--- config.mk ---
export PLATFORM = sky130hd
export DESIGN_NAME = freq_meter
export DESIGN_NICKNAME = d
export VERILOG_FILES = /design/src/rtl/freq_meter.sv
export SDC_FILE = /design/constraint.sdc
export NUM_CORES = 1
export LEC_CHECK = 0
export ABC_AREA = 1
export CAP_MARGIN = 20
export CORE_ASPECT_RATIO = 0.6
export CORE_MARGIN = 3
export CORE_UTILIZATION = 32
export DETAILED_ROUTE_END_ITERATION = 12
export PLACE_DENSITY = 0.57
export SKIP_LAST_GASP = 1
export SYNTH_ARGS = -nofsm -noshare
export SYNTH_HDL_FRONTEND = slang
export SYNTH_SLANG_ARGS = --single-unit
--- constraint.sdc ---
create_clock -name clk -period 3.99 [get_ports clk]
set_clock_uncertainty 0.15 [all_clocks]
set_input_delay 0.399 -clock clk [delete_from_list [all_inputs] [get_ports clk]]
set_output_delay 0.399 -clock clk [all_outputs]
set_load 0.05 [all_outputs]
--- src/rtl/freq_meter.sv ---
`default_nettype none
// ============================================================================
// Module   : freq_meter
// Purpose  : Measures the frequency of an asynchronous input by counting its
//            rising edges over a fixed gate window of GATE_CYCLES clk cycles.
//            Runs back-to-back windows while en is high and publishes one
//            result per window with a single-cycle valid strobe.
// Ports    : clk        - system clock, rising edge
//            rst_n      - asynchronous active-low reset
//            sig_in     - signal under measurement (asynchronous to clk)
//            en         - level enable; low aborts a window or idles
//            freq_out   - rising-edge count of the last completed window
//            freq_valid - one-cycle pulse when freq_out/ovf are updated
//            ovf        - last completed window saturated the edge counter
//            busy       - a window is in progress or being latched
// Revision : 1.0 - initial release
// ============================================================================
module freq_meter #(
  parameter int CLK_HZ      = 50_000_000,
  parameter int GATE_CYCLES = 50_000_000,
  parameter int CNT_W       = 32
) (
  input  logic             clk,
  input  logic             rst_n,
  input  logic             sig_in,
  input  logic             en,
  output logic [CNT_W-1:0] freq_out,
  output logic             freq_valid,
  output logic             ovf,
  output logic             busy
);

  // Bits needed to hold GATE_CYCLES-1.
  localparam int GATE_W = (GATE_CYCLES > 2) ? $clog2(GATE_CYCLES) : 1;
  localparam logic [GATE_W-1:0] C_GATE_LAST = GATE_W'(GATE_CYCLES - 1);
  localparam logic [CNT_W-1:0]  C_CNT_MAX   = '1;

  // CLK_HZ only documents the unit of the result; it must still be sane.
  if (GATE_CYCLES < 2 || CLK_HZ <= 0) begin : g_bad_param
    $error("freq_meter: GATE_CYCLES must be >= 2 and CLK_HZ > 0");
  end

  typedef enum logic [1:0] {
    IDLE  = 2'd0,
    GATE  = 2'd1,
    LATCH = 2'd2
  } state_t;

  state_t              r_state;
  state_t              w_state_nxt;
  logic                r_s1, r_s2, r_s3;
  logic [GATE_W-1:0]   r_gate_cnt;
  logic [CNT_W-1:0]    r_edge_cnt;
  logic                r_sat;

  logic                w_rise;
  logic                w_last;
  logic                w_edge_at_max;
  logic [CNT_W-1:0]    w_edge_nxt;
  logic                w_sat_nxt;
  logic                w_publish;

  // --------------------------------------------------------------------------
  // Input synchronizer plus history stage; runs in every state.
  // --------------------------------------------------------------------------
  always_ff @(posedge clk or negedge rst_n) begin
    if (!rst_n) begin
      r_s1 <= 1'b0;
      r_s2 <= 1'b0;
      r_s3 <= 1'b0;
    end else begin
      r_s1 <= sig_in;
      r_s2 <= r_s1;
      r_s3 <= r_s2;
    end
  end

  assign w_rise        = r_s2 & ~r_s3;
  assign w_last        = (r_gate_cnt == C_GATE_LAST);
  assign w_edge_at_max = (r_edge_cnt == C_CNT_MAX);

  // Edge count and saturation flag including the current cycle's rise; the
  // last GATE cycle's rise must make it into the published result.
  assign w_edge_nxt = (w_rise && !w_edge_at_max) ? r_edge_cnt + 1'b1 : r_edge_cnt;
  assign w_sat_nxt  = r_sat | (w_rise & w_edge_at_max);

  // Results are registered on the GATE->LATCH transition so that freq_valid
  // and the new freq_out are visible during the LATCH cycle itself. Abort
  // (en low) wins over reaching the end of the window.
  assign w_publish = (r_state == GATE) && en && w_last;

  // --------------------------------------------------------------------------
  // FSM
  // --------------------------------------------------------------------------
  always_ff @(posedge clk or negedge rst_n) begin
    if (!rst_n) begin
      r_state <= IDLE;
    end else begin
      r_state <= w_state_nxt;
    end
  end

  always_comb begin
    w_state_nxt = r_state;
    case (r_state)
      IDLE: begin
        if (en) begin
          w_state_nxt = GATE;
        end
      end
      GATE: begin
        if (!en) begin
          w_state_nxt = IDLE;
        end else if (w_last) begin
          w_state_nxt = LATCH;
        end
      end
      LATCH: begin
        w_state_nxt = en ? GATE : IDLE;
      end
      default: begin
        w_state_nxt = IDLE;
      end
    endcase
  end

  // --------------------------------------------------------------------------
  // Counters and result registers
  // --------------------------------------------------------------------------
  always_ff @(posedge clk or negedge rst_n) begin
    if (!rst_n) begin
      r_gate_cnt <= '0;
      r_edge_cnt <= '0;
      r_sat      <= 1'b0;
      freq_out   <= '0;
      ovf        <= 1'b0;
      freq_valid <= 1'b0;
    end else begin
      freq_valid <= w_publish;
      if (w_publish) begin
        freq_out <= w_edge_nxt;
        ovf      <= w_sat_nxt;
      end

      if (r_state == GATE) begin
        r_gate_cnt <= r_gate_cnt + 1'b1;
        r_edge_cnt <= w_edge_nxt;
        r_sat      <= w_sat_nxt;
      end else begin
        // IDLE and LATCH both leave the counters cleared for the next
        // window; a rise during LATCH is therefore dropped (dead time).
        r_gate_cnt <= '0;
        r_edge_cnt <= '0;
        r_sat      <= 1'b0;
      end
    end
  end

  assign busy = (r_state != IDLE);

endmodule
`default_nettype wire

* Word level (Yosys, flattened, before mapping) *
Cells that the tools add are included.
Widths: inputs -> output; s select.

storage, ports and cells
  bits in registers = 98
  input port bits = 4

cells by class
  add/subtract/negate cells = 2
  eq/ne operators = 6
  muxes and demuxes = 9
  bitwise operators = 4
  reductions and logical operators = 7

operators with widths
  operator               number
  $mux 32                2
  $add 32x1->32 const B  1
  $eq 32x32->1 const B   1
  $add 26x1->26 const B  1
  $eq 26x26->1 const B   1
  $mux 26                1
  $mux 2                 3
  $pmux 2 s3             1
  $logic_and 1x1->1      3
  $ne 3x3->1 const B     1
  $and 1x1->1            2
  $eq 2x1->1 const B     1
  $eq 2x2->1 const B     1
  $logic_not 2->1        1
  $mux 1                 2
  $ne 2x2->1 const B     1
  $reduce_and 2->1       1
  $reduce_bool 2->1      1
  $logic_not 1->1        1
  $not 1->1              1
  $or 1x1->1             1

* Longest topological paths before layout *
Gate-level depths: netlist of run 1.

  depth after elaboration = 5
  depth in mapped cells = 12
  depth with buffers taken out = 12

* Least setup slack after synthesis of run 1 *
OpenSTA, ideal clock, no wires.

  path kind = register to register
  start = register r_gate_cnt[0]
  end = register freq_out[10]
  arrival = 1.583 ns
  required time = 3.722 ns
  slack = 2.139 ns
  cell stages (with the launch flop) = 10
  path buffers = 1
  path through = dfrtp_1 -> ha_1 -> nand2_2 -> nor2_4 -> nand4_4 -> nor3_4 -> inv_4 -> buf_6 -> nand2_1 -> nand2_1

on the way
  cells in the longest elaborated chain, start to end = 2

RTL lines
  item                      RTL line  text
  start: declaration        52        logic [GATE_W-1:0] r_gate_cnt;
  start signal: assignment  146       r_gate_cnt <= r_gate_cnt + 1'b1;
  $eq 26x26->1              79        assign w_last = (r_gate_cnt == C_GATE_LAST);
  $logic_and 1x1->1         90        assign w_publish = (r_state == GATE) && en && w_last;
  end signal: assignment    141       freq_out <= w_edge_nxt;
  end: declaration          27        output logic [CNT_W-1:0] freq_out,

Every way passes these cells.
A chain may end at the register's enable or synchronous reset.

* Final worst setup path of run 1 *
  start = register r_edge_cnt[0]
  end = register freq_out[9]

on the way
  cells in the longest elaborated chain, start to end = 4
  elaborated cells between the ends (all ways) = 5

RTL lines
  item                                                                   RTL line  text
  start: declaration                                                     53        logic [CNT_W-1:0] r_edge_cnt;
  start signal: assignment                                               147       r_edge_cnt <= w_edge_nxt;
  parallel branches: the longest is 3 deep, another holds $add 32x1->32  --
  $mux 32 (*)                                                            84        assign w_edge_nxt = (w_rise && !w_edge_at_max) ? r_edge_cnt + 1'b1 : r_edge_cnt;

Mark *: on every way between the ends.

==> summary.txt, run 1 <==
Finish
  • Number of nets at the end of the flow: 732
  • Antenna diode count: 0
  • Share of layout cells above drive strength 1: 7.387%
  • Final non-filler cell total: 934
  • Most common library cell in the layout ignoring fill and taps: sky130_fd_sc_hd__nand2_1
  • Leading cell types in the layout, fill and taps excluded: sky130_fd_sc_hd__nand2_1, sky130_fd_sc_hd__nor2_1, sky130_fd_sc_hd__dfrtp_1
  • Area of all placed cells without fillers: 6000 um^2
  • Area grow syn2layout: 15.63%
  • Final core utilization: 38.48%

Synth
  • Share of the yosys chip area belonging to registers: 47.26%
  • Number of standard cells after synthesis: 688
  • Area of the mapped netlist: 5189 um^2
  • Number of enable flip-flop cells after synthesis: 0
  • Predominant post-synthesis flop cell: sky130_fd_sc_hd__dfrtp_1
  • Syn Area/Cell: 7.542 um^2
  • Number of storage elements in the synthesis netlist: 98
  • Dominant cells by area after synthesis: sky130_fd_sc_hd__dfrtp_1, sky130_fd_sc_hd__nand2_1, sky130_fd_sc_hd__nor2_1, sky130_fd_sc_hd__nand3_1, sky130_fd_sc_hd__inv_1
  • Post-Syn Nets: 694
  • Synth async-reset ratio: 100.0%
  • Fraction of post-synthesis cell area in the top cell type by area: 47.26%
  • Yosys warns: 0
  • Number of distinct standard cells referenced by the synthesized netlist: 37
  • Largest area contributor in the netlist: sky130_fd_sc_hd__dfrtp_1

Setup path
  • Maximum net fanout on the critical path: 21
  • RR Endpoint: freq_out[9]
  • Critical path startpoint category: register
  • WP data required: 4.08 ns
  • Reg-to-reg slack, setup: 1.29 ns
  • Type of the worst setup path: reg2reg
  • Arrival @ worst endpoint: 2.79 ns
  • Capturing element type of the critical path: register
  • R2R depth: 12
  • Launching point of the worst reg2reg path: r_edge_cnt[0]

Placed design
  • Global placement routability congestion: 0.8685
  • Placement-stage worst setup slack: 1.273 ns
  • HPWL after detailed placement: 9619 um
  • DP Cell Count: 918
  • Port buffer count: 38
  • Instance area at placement: 5736 um^2

Clock tree
  • Cts-stage hold buffer count: 0
  • Count of H-tree levels built during CTS: 3
  • Insertion delay to the later sink of the worst-skew pair: 0.34 ns
  • Number of setup buffers added after CTS: 0
  • Maximum number of buffers from clock root to sink: 2
  • Clk slew on worst S/H paths: 0.07 ns
  • CTS root buf: sky130_fd_sc_hd__clkbuf_16
  • CTS tree: built
  • Clk sink count: 98
  • Cts repair resizes: 0
  • Total CTS buffers: 9

Timing
  • Setup TNS: 0 ns
  • Worst slew margin relative to its limit: 42.47%
  • Number of endpoints failing setup at the final stage: 0
  • Crit share post-route: 67.67%
  • Shortest clock period the worst path allows after layout: 2.700 ns
  • Max Fclk: 0.3704 GHz
  • Max-slew violations: 0
  • Final Hold Viols: 39
  • Worst slew pin tran: 0.8620 ns
  • Final worst hold slack: -0.01670 ns
  • Post-route setup slack: 1.290 ns
  • RSZ-0062 raised after global routing: false

Routing
  • DR pass1 iterations: 5
  • Remaining routing DRC violations: 0
  • Overall routed net length: 13070 um
  • Routed via count: 4459
  • Vias/cell: 4.774
  • Number of nets with antenna violations after detailed routing: 0
  • Routed WL per cell: 13.99 um
  • Iteration-0 DRC count of the detailed router: 466

Run status
  • Violations in the final reports: negative hold slack
  • Result of the run: complete, but fails checks

Job
  • Number of maximum-capacitance violations: 0

Floorplanning
  • IO Count: 39
  • Width of the chip: 170.4 um
  • Core area: 15590 um^2
  • Count of standard-cell rows: 35
  • Initial cell density of the core: 33.28%
  • Die Footprint: 17830 um^2
  • Height of the die: 104.6 um

Power and ir drop
  • Total leakage power: 2.829 nW
  • Worst VDD drop: 0.1738 mV
  • Power density of the placed cells: 310.7 nW/um^2
  • Final total power: 1.864 mW

Global routing
  • Total congestion overflow after global routing: 0
  • Global-route wire length before repair: 21690 um
  • Pin count of the biggest net entering global routing: 58
  • Overall routing resource usage: 15.24%
  • Number of antenna violations at the first check in global routing: 0
  • Vias in the first global route: 4045

Hold path
  • Worst min path class: in2async
## where the power goes
part | internal (mW) | leakage [nW] | switching (mW)
sequential | 0.999 | 1.36 | 0.00487
clock | 0.422 | 0.129 | 0.380
combinational | 0.0126 | 1.34 | 0.0458
total | 1.43 | 2.83 | 0.431
## area by class of cell
cell class / count / area [um^2]
well taps: 203 / 254.0
multi-input cells: 500 / 2330
clock inverters: 5 / 31.28
fillers: 1626 / 9590
repair buffers: 44 / 422.9
flip-flops and latches: 98 / 2452
clock buffers: 11 / 232.7
inverters: 73 / 276.5
## routing by layer
metal | routed length [um] | global-route usage (%) | vias to the layer above
met2 | 4463 | 17.75 | 123
met1 | 7715 | 26.82 | 2063
met3 | 802 | 3.781 | 8
met5 | 0 | 0 | -
met4 | 89 | 2.604 | 0
li1 | - | - | 2265
## how the worst max path moves through the flow
stage                   from           end
3_5_place_dp   r_edge_cnt[0]   freq_out[7]
6_report       r_edge_cnt[0]   freq_out[9]
4_1_cts        r_edge_cnt[0]   freq_out[9]
3_3_place_gp   r_edge_cnt[0]   freq_out[9]
5_1_grt        r_edge_cnt[0]   freq_out[9]
2_1_floorplan  r_gate_cnt[0]  freq_out[10]
## cells in the mapped netlist, types with 5 or more instances
| library cell | n |
|---|---|
| sky130_fd_sc_hd__nand2_1 | 228 |
| sky130_fd_sc_hd__inv_1 | 68 |
| sky130_fd_sc_hd__clkbuf_1 | 5 |
| sky130_fd_sc_hd__nor2_2 | 7 |
| sky130_fd_sc_hd__a21o_1 | 8 |
| sky130_fd_sc_hd__a21oi_1 | 17 |
| sky130_fd_sc_hd__nand3_1 | 56 |
| sky130_fd_sc_hd__buf_6 | 8 |
| sky130_fd_sc_hd__nor2_1 | 98 |
| sky130_fd_sc_hd__nor3_1 | 17 |
| sky130_fd_sc_hd__dfrtp_1 | 98 |
| sky130_fd_sc_hd__nand3_2 | 8 |
| sky130_fd_sc_hd__nand4_1 | 18 |
| sky130_fd_sc_hd__o21ai_0 | 9 |
## sequential cells by signal, summed over array words and instances, names as in the netlist
name,cells
r_edge_cnt,32
r_s3,1
ovf,1
r_state,2
freq_out,32
freq_valid,1
r_sat,1
r_s1,1
r_gate_cnt,26
r_s2,1
## cells by family (layout without fill, tap and decap cells)
family | Yosys count | count (layout) | synth area share, %
simple gates | 452 | 452 | 38.87
flops | 98 | 98 | 47.26
buf+inv | 90 | 133 | 7.837
compound gates | 40 | 40 | 4.533
xor+xnor | 6 | 6 | 1.013
fa+ha+maj | 2 | 2 | 0.4822
## worst max-delay path, cell delays in order, from the launching register on
cell and delay, ns:
sky130_fd_sc_hd__dfrtp_1 0.43, sky130_fd_sc_hd__ha_1 0.23, sky130_fd_sc_hd__nand2_1 0.07, sky130_fd_sc_hd__nor2_1 0.16
sky130_fd_sc_hd__nand2_1 0.11, sky130_fd_sc_hd__nor2_1 0.13, sky130_fd_sc_hd__nand2_1 0.45, sky130_fd_sc_hd__nand2_2 0.37
sky130_fd_sc_hd__inv_1 0.18, sky130_fd_sc_hd__nand2_1 0.14, sky130_fd_sc_hd__nand2_1 0.06, sky130_fd_sc_hd__nand2_1 0.06
sky130_fd_sc_hd__nand2_1 0.05
Power figures use the tool's default switching activity.
==> inputs of run 2 (changes only) <==
- PLACE_DENSITY: 0.57 -> 0.59
- clock period: 3.99 -> 2.27 ns (I/O delays scaled with it)
==> run 2 against run 1 <==
Against the previous run:
- the flow now finishes without violations
- setup slack got worse by 1.1 ns
- core utilization is 1.1 points higher
- clock-buffer cell count unchanged
- register-to-register slack worse by 1.1 ns
- sequential share of layout area is 1.2 points lower
- critical path type unchanged
- non-clock buffer count grew 12
- cell count up 1.3%
- combinational power up 110%
- flip-flop and latch count unchanged
- critical path depth shrank 3
==> summary.txt, run 2 (same netlist as run 1, synthesis figures left out) <==
Routing
  • Overall routed net length: 13120 um (+0.41%)
  • Number of nets with antenna violations after detailed routing: 0 (unchanged)
  • Iteration-0 DRC count of the detailed router: 344 (-26%)
  • Routed WL per cell: 13.87 um (-0.86%)
  • Remaining routing DRC violations: 0 (unchanged)
  • Vias/cell: 4.682 (-1.9%)
  • Routed via count: 4429 (-0.67%)
  • DR pass1 iterations: 5 (unchanged)

Finish
  • Share of layout cells above drive strength 1: 9.152% (+1.8 points)
  • Final core utilization: 39.63% (+1.1 points)
  • Registers with the highest flip-flop counts: freq_out (32), r_edge_cnt (32), r_gate_cnt (26)
  • Most common library cell in the layout ignoring fill and taps: sky130_fd_sc_hd__nand2_1
  • Area grow syn2layout: 19.07%
  • Number of nets at the end of the flow: 744 (+1.6%)
  • Area of all placed cells without fillers: 6178 um^2 (+3.0%)
  • Leading cell types in the layout, fill and taps excluded: sky130_fd_sc_hd__nand2_1, sky130_fd_sc_hd__nor2_1, sky130_fd_sc_hd__dfrtp_1
  • Final non-filler cell total: 946 (+1.3%)
  • Antenna diode count: 0 (unchanged)

Power and ir drop
  • Total leakage power: 2.903 nW (+2.6%)
  • Power density of the placed cells: 540.8 nW/um^2 (+74%)
  • Worst VDD drop: 0.3541 mV (+100%)

Setup path
  • R2R depth: 9 (-3)
  • Critical path startpoint category: register
  • Arrival @ worst endpoint: 2.21 ns (-0.58 ns)
  • Launching point of the worst reg2reg path: r_edge_cnt[1]
  • Worst path bufs/invs: 0 (-1)
  • Capturing element type of the critical path: register
  • RR Endpoint: freq_out[28]
  • Type of the worst setup path: reg2reg
  • Reg-to-reg slack, setup: 0.19 ns (-1.10 ns)
  • Cell class contributing the biggest share of worst-path delay: simple AND/OR/NAND/NOR gates
  • WP data required: 2.40 ns (-1.68 ns)
  • Maximum net fanout on the critical path: 4 (-81%)
  • Cell with the largest stage delay on the worst path: sky130_fd_sc_hd__dfrtp_1
  • Number of stages on the worst setup path: 9 (-3)
  • Worst path max stage delay: 0.39 ns (-0.06 ns)
  • CP Cell Sequence: ha_2 > nand3_1 > nor2_2 > nand2_1 > nor2_1 > nand3_1 > nand2_1 > nand3_1 > nand2_1

Timing
  • Worst slew pin tran: 0.6186 ns (-0.2434 ns)
  • Max-slew violations: 0 (unchanged)
  • Max Fclk: 0.4816 GHz (+30%)
  • Number of endpoints failing setup at the final stage: 0 (unchanged)
  • Shortest clock period the worst path allows after layout: 2.076 ns (-0.6237 ns)
  • RSZ-0062 raised after global routing: true
  • Final worst hold slack: 0.1728 ns (+0.1895 ns)
  • Final Hold Viols: 0 (-100%)
  • Crit share post-route: 91.47% (+24 points)
  • Post-route setup slack: 0.1937 ns (-1.096 ns)
  • Worst slew margin relative to its limit: 58.72% (+16 points)

Clock tree
  • Count of H-tree levels built during CTS: 3 (unchanged)
  • Total CTS buffers: 9 (unchanged)
  • CTS root buf: sky130_fd_sc_hd__clkbuf_16
  • Clk sink count: 98 (unchanged)
  • CTS tree: built
  • Insertion delay to the later sink of the worst-skew pair: 0.35 ns (about the same)
  • Maximum number of buffers from clock root to sink: 2 (unchanged)
  • Clk slew on worst S/H paths: 0.07 ns (about the same)

Placed design
  • DP Cell Count: 926 (+0.87%)
  • Global placement routability congestion: 0.9020 (+3.9%)
  • HPWL after detailed placement: 9590 um (-0.30%)
  • Instance area at placement: 5846 um^2 (+1.9%)
  • Port buffer count: 38 (unchanged)
  • Placement-stage worst setup slack: 0.1799 ns (-1.093 ns)

Floorplanning
  • Count of standard-cell rows: 35 (unchanged)
  • Initial cell density of the core: 33.28% (unchanged)
  • Core area: 15590 um^2 (unchanged)
  • Height of the die: 104.6 um (unchanged)
  • Width of the chip: 170.4 um (unchanged)
  • Die Footprint: 17830 um^2 (unchanged)
  • IO Count: 39 (unchanged)

Global routing
  • Number of antenna violations at the first check in global routing: 0 (unchanged)
  • Overall routing resource usage: 15.35% (+0.11 points)
  • Total congestion overflow after global routing: 0 (unchanged)
  • Vias in the first global route: 3968 (-1.9%)
  • Global-route wire length before repair: 21650 um (-0.16%)
  • Pin count of the biggest net entering global routing: 43 (-26%)

Job
  • Number of maximum-capacitance violations: 0 (unchanged)

Hold path
  • End point of the most critical hold path: r_s1
  • Worst min path class: in2reg
  • Hold Startpoint: sig_in
  • Cell depth of the worst hold path: 1

Run status
  • Result of the run: finished, final reports clean
run 2: cell count changes in the layout (fill, tap and decap cells not counted), moves of 2 or more:
cell and delta:
sky130_fd_sc_hd__clkinv_2 -3, sky130_fd_sc_hd__buf_4 +7, sky130_fd_sc_hd__buf_12 +4, sky130_fd_sc_hd__clkinvlp_4 +2
run 2: cell type report:
cell class	instances	area (um^2)
multi-input cells	500	2345
flip-flops and latches	98	2452
fillers	1584	9412
clock inverters	5	40.04
inverters	73	279.0
clock buffers	11	242.7
well taps	203	254.0
repair buffers	56	565.5
run 2: per-stage QoR:
stage	power, mW	setup TNS [ns]
6_report	3.341	0
5_1_grt	3.478	-0.06310
4_1_cts	3.385	0
3_5_place_dp	1.916	0
3_3_place_gp	1.915	0
2_1_floorplan	1.840	0
run 2: worst max path at each step:
stage,slack [ns],from,endpoint
2_1_floorplan,0.42,r_gate_cnt[0],freq_out[10]
3_3_place_gp,0.23,r_gate_cnt[0],freq_out[2]
3_5_place_dp,0.18,r_gate_cnt[0],freq_out[27]
4_1_cts,0.18,r_gate_cnt[0],freq_out[27]
5_1_grt,-0.03,r_edge_cnt[1],freq_out[24]
6_report,0.19,r_edge_cnt[1],freq_out[28]
run 2: timing repair:
item / in CTS / in global routing
hold buffers: 1 / 0
resized for setup: 0 / 5
buffers inserted: 0 / 3
setup endpoints to repair: 0 / 59
hold endpoints to repair: 25 / 0
run 2: where the power goes:
group	internal [mW]	switching, mW
Combinational	0.0351	0.0852
Sequential	1.76	0.00744
Clock	0.778	0.680
Total	2.57	0.773
run 2: routing by layer:
metal / share of wire, % / track usage (%)
met1: 58 / 26.77
met4: 0.80 / 2.431
met5: 0 / 0
met3: 5.8 / 3.516
met2: 35 / 18.43
==> inputs of run 3 (changes only) <==
--- a/config.mk
+++ b/config.mk
@@ -10,7 +10,7 @@
 export CORE_ASPECT_RATIO = 0.6
 export CORE_MARGIN = 3
-export CORE_UTILIZATION = 32
+export CORE_UTILIZATION = 53
 export DETAILED_ROUTE_END_ITERATION = 12
-export PLACE_DENSITY = 0.59
+export PLACE_DENSITY = 0.84
 export SKIP_LAST_GASP = 1
 export SYNTH_ARGS = -nofsm -noshare
==> constraint.sdc (replaced) <==
create_clock -name clk -period 2.27 [get_ports clk]
set_clock_uncertainty 0.15 [all_clocks]
set_input_delay 0.454 -clock clk [delete_from_list [all_inputs] [get_ports clk]]
set_output_delay 0.454 -clock clk [all_outputs]
set_load 0.05 [all_outputs]
==> run 3 against run 2 <==
Against the previous run:
- flip-flop and latch count is the same
- clock-buffer cell count is 2 lower
- worst hold slack gained 0.026 ns
- register-to-register slack barely moved
- sequential share of layout area up 0.85 points
- final area is 2.1% lower
- highest routed layer unchanged
- via count is 6.4% higher
- critical path depth shrank 6
==> summary.txt, run 3 (same netlist as run 1, synthesis figures left out) <==
Routing
  • Vias/cell: 5.429 (+16%)
  • Routed via count: 4712 (+6.4%)
  • Overall routed net length: 13140 um (+0.14%)
  • Number of nets with antenna violations after detailed routing: 0 (unchanged)
  • Routed WL per cell: 15.14 um (+9.1%)
  • DR pass1 iterations: 5 (unchanged)
  • Iteration-0 DRC count of the detailed router: 442 (+28%)
  • Remaining routing DRC violations: 0 (unchanged)

Setup path
  • R2R depth: 10 (+1)
  • WP data required: 1.67 ns (-0.73 ns)
  • RR Endpoint: r_gate_cnt[20]
  • Critical path startpoint category: register
  • Capturing element type of the critical path: output pin
  • Arrival @ worst endpoint: 1.62 ns (-0.59 ns)
  • Launching point of the worst reg2reg path: r_gate_cnt[0]
  • Maximum net fanout on the critical path: 2 (-2)
  • Type of the worst setup path: reg2out
  • Reg-to-reg slack, setup: 0.18 ns (about the same)

Finish
  • Most common library cell in the layout ignoring fill and taps: sky130_fd_sc_hd__nand2_1
  • Antenna diode count: 0 (unchanged)
  • Area grow syn2layout: 16.57%
  • Final non-filler cell total: 868 (-8.2%)
  • Final core utilization: 64.63% (+25 points)
  • Total of fill cells in the finished design: 793 (-50%)
  • Registers with the highest flip-flop counts: freq_out (32), r_edge_cnt (32), r_gate_cnt (26)
  • Sequential cell area: 2452 um^2 (unchanged)
  • Share of layout cells above drive strength 1: 8.401% (-0.75 points)
  • Area of all placed cells without fillers: 6048 um^2 (-2.1%)
  • Multi-input gate area: 2335 um^2 (-0.43%)
  • Leading cell types in the layout, fill and taps excluded: sky130_fd_sc_hd__nand2_1, sky130_fd_sc_hd__nor2_1, sky130_fd_sc_hd__dfrtp_1
  • Number of nets at the end of the flow: 739 (-0.67%)

Power and ir drop
  • Clock power share: 46.7% (+3.1 points)
  • Sequential Power Share: 50.2% (-2.6 points)
  • P_sw: 0.7676 mW (-0.70%)
  • Relative contribution of combinational cells to total power: 3.2% (-0.4 points)
  • Cell Int Power: 2.748 mW (+7.0%)
  • Switching fraction of total power: 21.83% (-1.3 points)
  • Power density of the placed cells: 581.3 nW/um^2 (+7.5%)
  • Total leakage power: 2.892 nW (-0.40%)
  • Final total power: 3.516 mW (+5.2%)
  • Worst VDD drop: 0.3839 mV (+8.4%)

Clock tree
  • CTS root buf: sky130_fd_sc_hd__clkbuf_16
  • Maximum number of buffers from clock root to sink: 2 (unchanged)
  • Insertion delay to the later sink of the worst-skew pair: 0.35 ns (about the same)
  • CTS tree: built
  • Clk sink count: 98 (unchanged)
  • Total CTS buffers: 9 (unchanged)
  • Count of H-tree levels built during CTS: 3 (unchanged)
  • Clk slew on worst S/H paths: 0.07 ns (about the same)

Floorplanning
  • Width of the chip: 133.7 um (-22%)
  • IO Count: 39 (unchanged)
  • Core area: 9358 um^2 (-40%)
  • Die Footprint: 11050 um^2 (-38%)
  • Count of standard-cell rows: 27 (-23%)
  • Height of the die: 82.64 um (-21%)
  • Initial cell density of the core: 55.45% (+22 points)

Timing
  • Crit share post-route: 98.13% (+6.7 points)
  • Final worst hold slack: 0.1992 ns (+0.02644 ns)
  • Final Hold Viols: 0 (unchanged)
  • Post-route setup slack: 0.04247 ns (-0.1512 ns)
  • Max Fclk: 0.4489 GHz (-6.8%)
  • Number of endpoints failing setup at the final stage: 0 (unchanged)
  • RSZ-0062 raised after global routing: false
  • Worst slew margin relative to its limit: 58.40% (-0.31 points)
  • Shortest clock period the worst path allows after layout: 2.228 ns (+0.1512 ns)
  • Setup TNS: 0 ns (unchanged)
  • Max-slew violations: 0 (unchanged)
  • Worst slew pin tran: 0.6226 ns (+0.004012 ns)

Hold path
  • Worst min path class: reg2reg
  • Cell depth of the worst hold path: 0 (-1)
  • End point of the most critical hold path: r_s2
  • Hold Startpoint: r_s1

Placed design
  • HPWL after detailed placement: 9537 um (-0.56%)
  • Port buffer count: 38 (unchanged)
  • DP Cell Count: 851 (-8.1%)
  • Instance area at placement: 5714 um^2 (-2.2%)
  • Placement-stage worst setup slack: 0.2363 ns (+0.05638 ns)
  • Global placement routability congestion: 0.9655 (+7.0%)

Global routing
  • Met2 track demand over resource in global routing: 37.56% (+19 points)
  • Number of antenna violations at the first check in global routing: 0 (unchanged)
  • Global-route wire length before repair: 21850 um (+0.92%)
  • Overall routing resource usage: 25.39% (+10 points)
  • Pin count of the biggest net entering global routing: 48 (+12%)
  • Vias in the first global route: 4434 (+12%)
  • Global-route layer with the greatest usage: met2
  • Met1 track utilization from global routing: 36.42% (+9.6 points)
  • Met3 track demand over resource: 7.022% (+3.5 points)
  • Total congestion overflow after global routing: 0 (unchanged)

Run status
  • Result of the run: finished, final reports clean

Job
  • Number of maximum-capacitance violations: 0 (unchanged)
[run 3: cell count changes in the layout (fill, tap and decap cells not counted), moves of 2 or more]
cell and delta:
sky130_fd_sc_hd__buf_4 -3, sky130_fd_sc_hd__buf_12 -2, sky130_fd_sc_hd__bufinv_16 +2, sky130_fd_sc_hd__clkinv_2 +2
[run 3: layout make-up]
class	count	area share (%)
well taps	130	2.689
flip-flops and latches	98	40.55
clock inverters	7	1.552
multi-input cells	500	38.60
clock buffers	9	3.724
inverters	73	4.572
repair buffers	51	8.316
[run 3: worst max path at each step]
stage	start	endpoint	depth (start not counted)	slack (ns)
global route	r_edge_cnt[1]	freq_out[29]	10	0.009
CTS	r_state[0]	busy	3	0.04
finish	r_state[0]	busy	3	0.04
global placement	r_gate_cnt[0]	r_gate_cnt[20]	10	0.28
floorplan	r_gate_cnt[0]	freq_out[10]	9	0.42
detailed placement	r_gate_cnt[0]	r_gate_cnt[20]	10	0.24
[run 3: power groups by stage]
stage	Clock [mW]	Combinational, mW	Sequential (mW)
6_report	1.64	0.111	1.76
3_5_place_dp	0	0.112	1.80
5_1_grt	1.72	0.127	1.76
3_3_place_gp	0	0.108	1.80
2_1_floorplan	0	0.0435	1.80
4_1_cts	1.66	0.113	1.76
[run 3: metal layers]
metal / vias to the layer above / share of wire, %
met5: - / 0
met4: 0 / 1.2
met3: 16 / 10
met2: 218 / 42
met1: 2207 / 47
li1: 2271 / -
[run 3: worst max-delay path: stages (launching register included)]
cell	delay, ns
sky130_fd_sc_hd__dfrtp_1	0.38
sky130_fd_sc_hd__inv_2	0.05
sky130_fd_sc_hd__nand2_1	0.05
sky130_fd_sc_hd__clkdlybuf4s50_1	0.80
[run 3: repair_timing]
item,CTS,global route
endpoints found under the hold margin,30,0
gates resized for setup,0,1
hold buffers,1,0
setup buffers,0,0
endpoints found under the setup margin,0,1
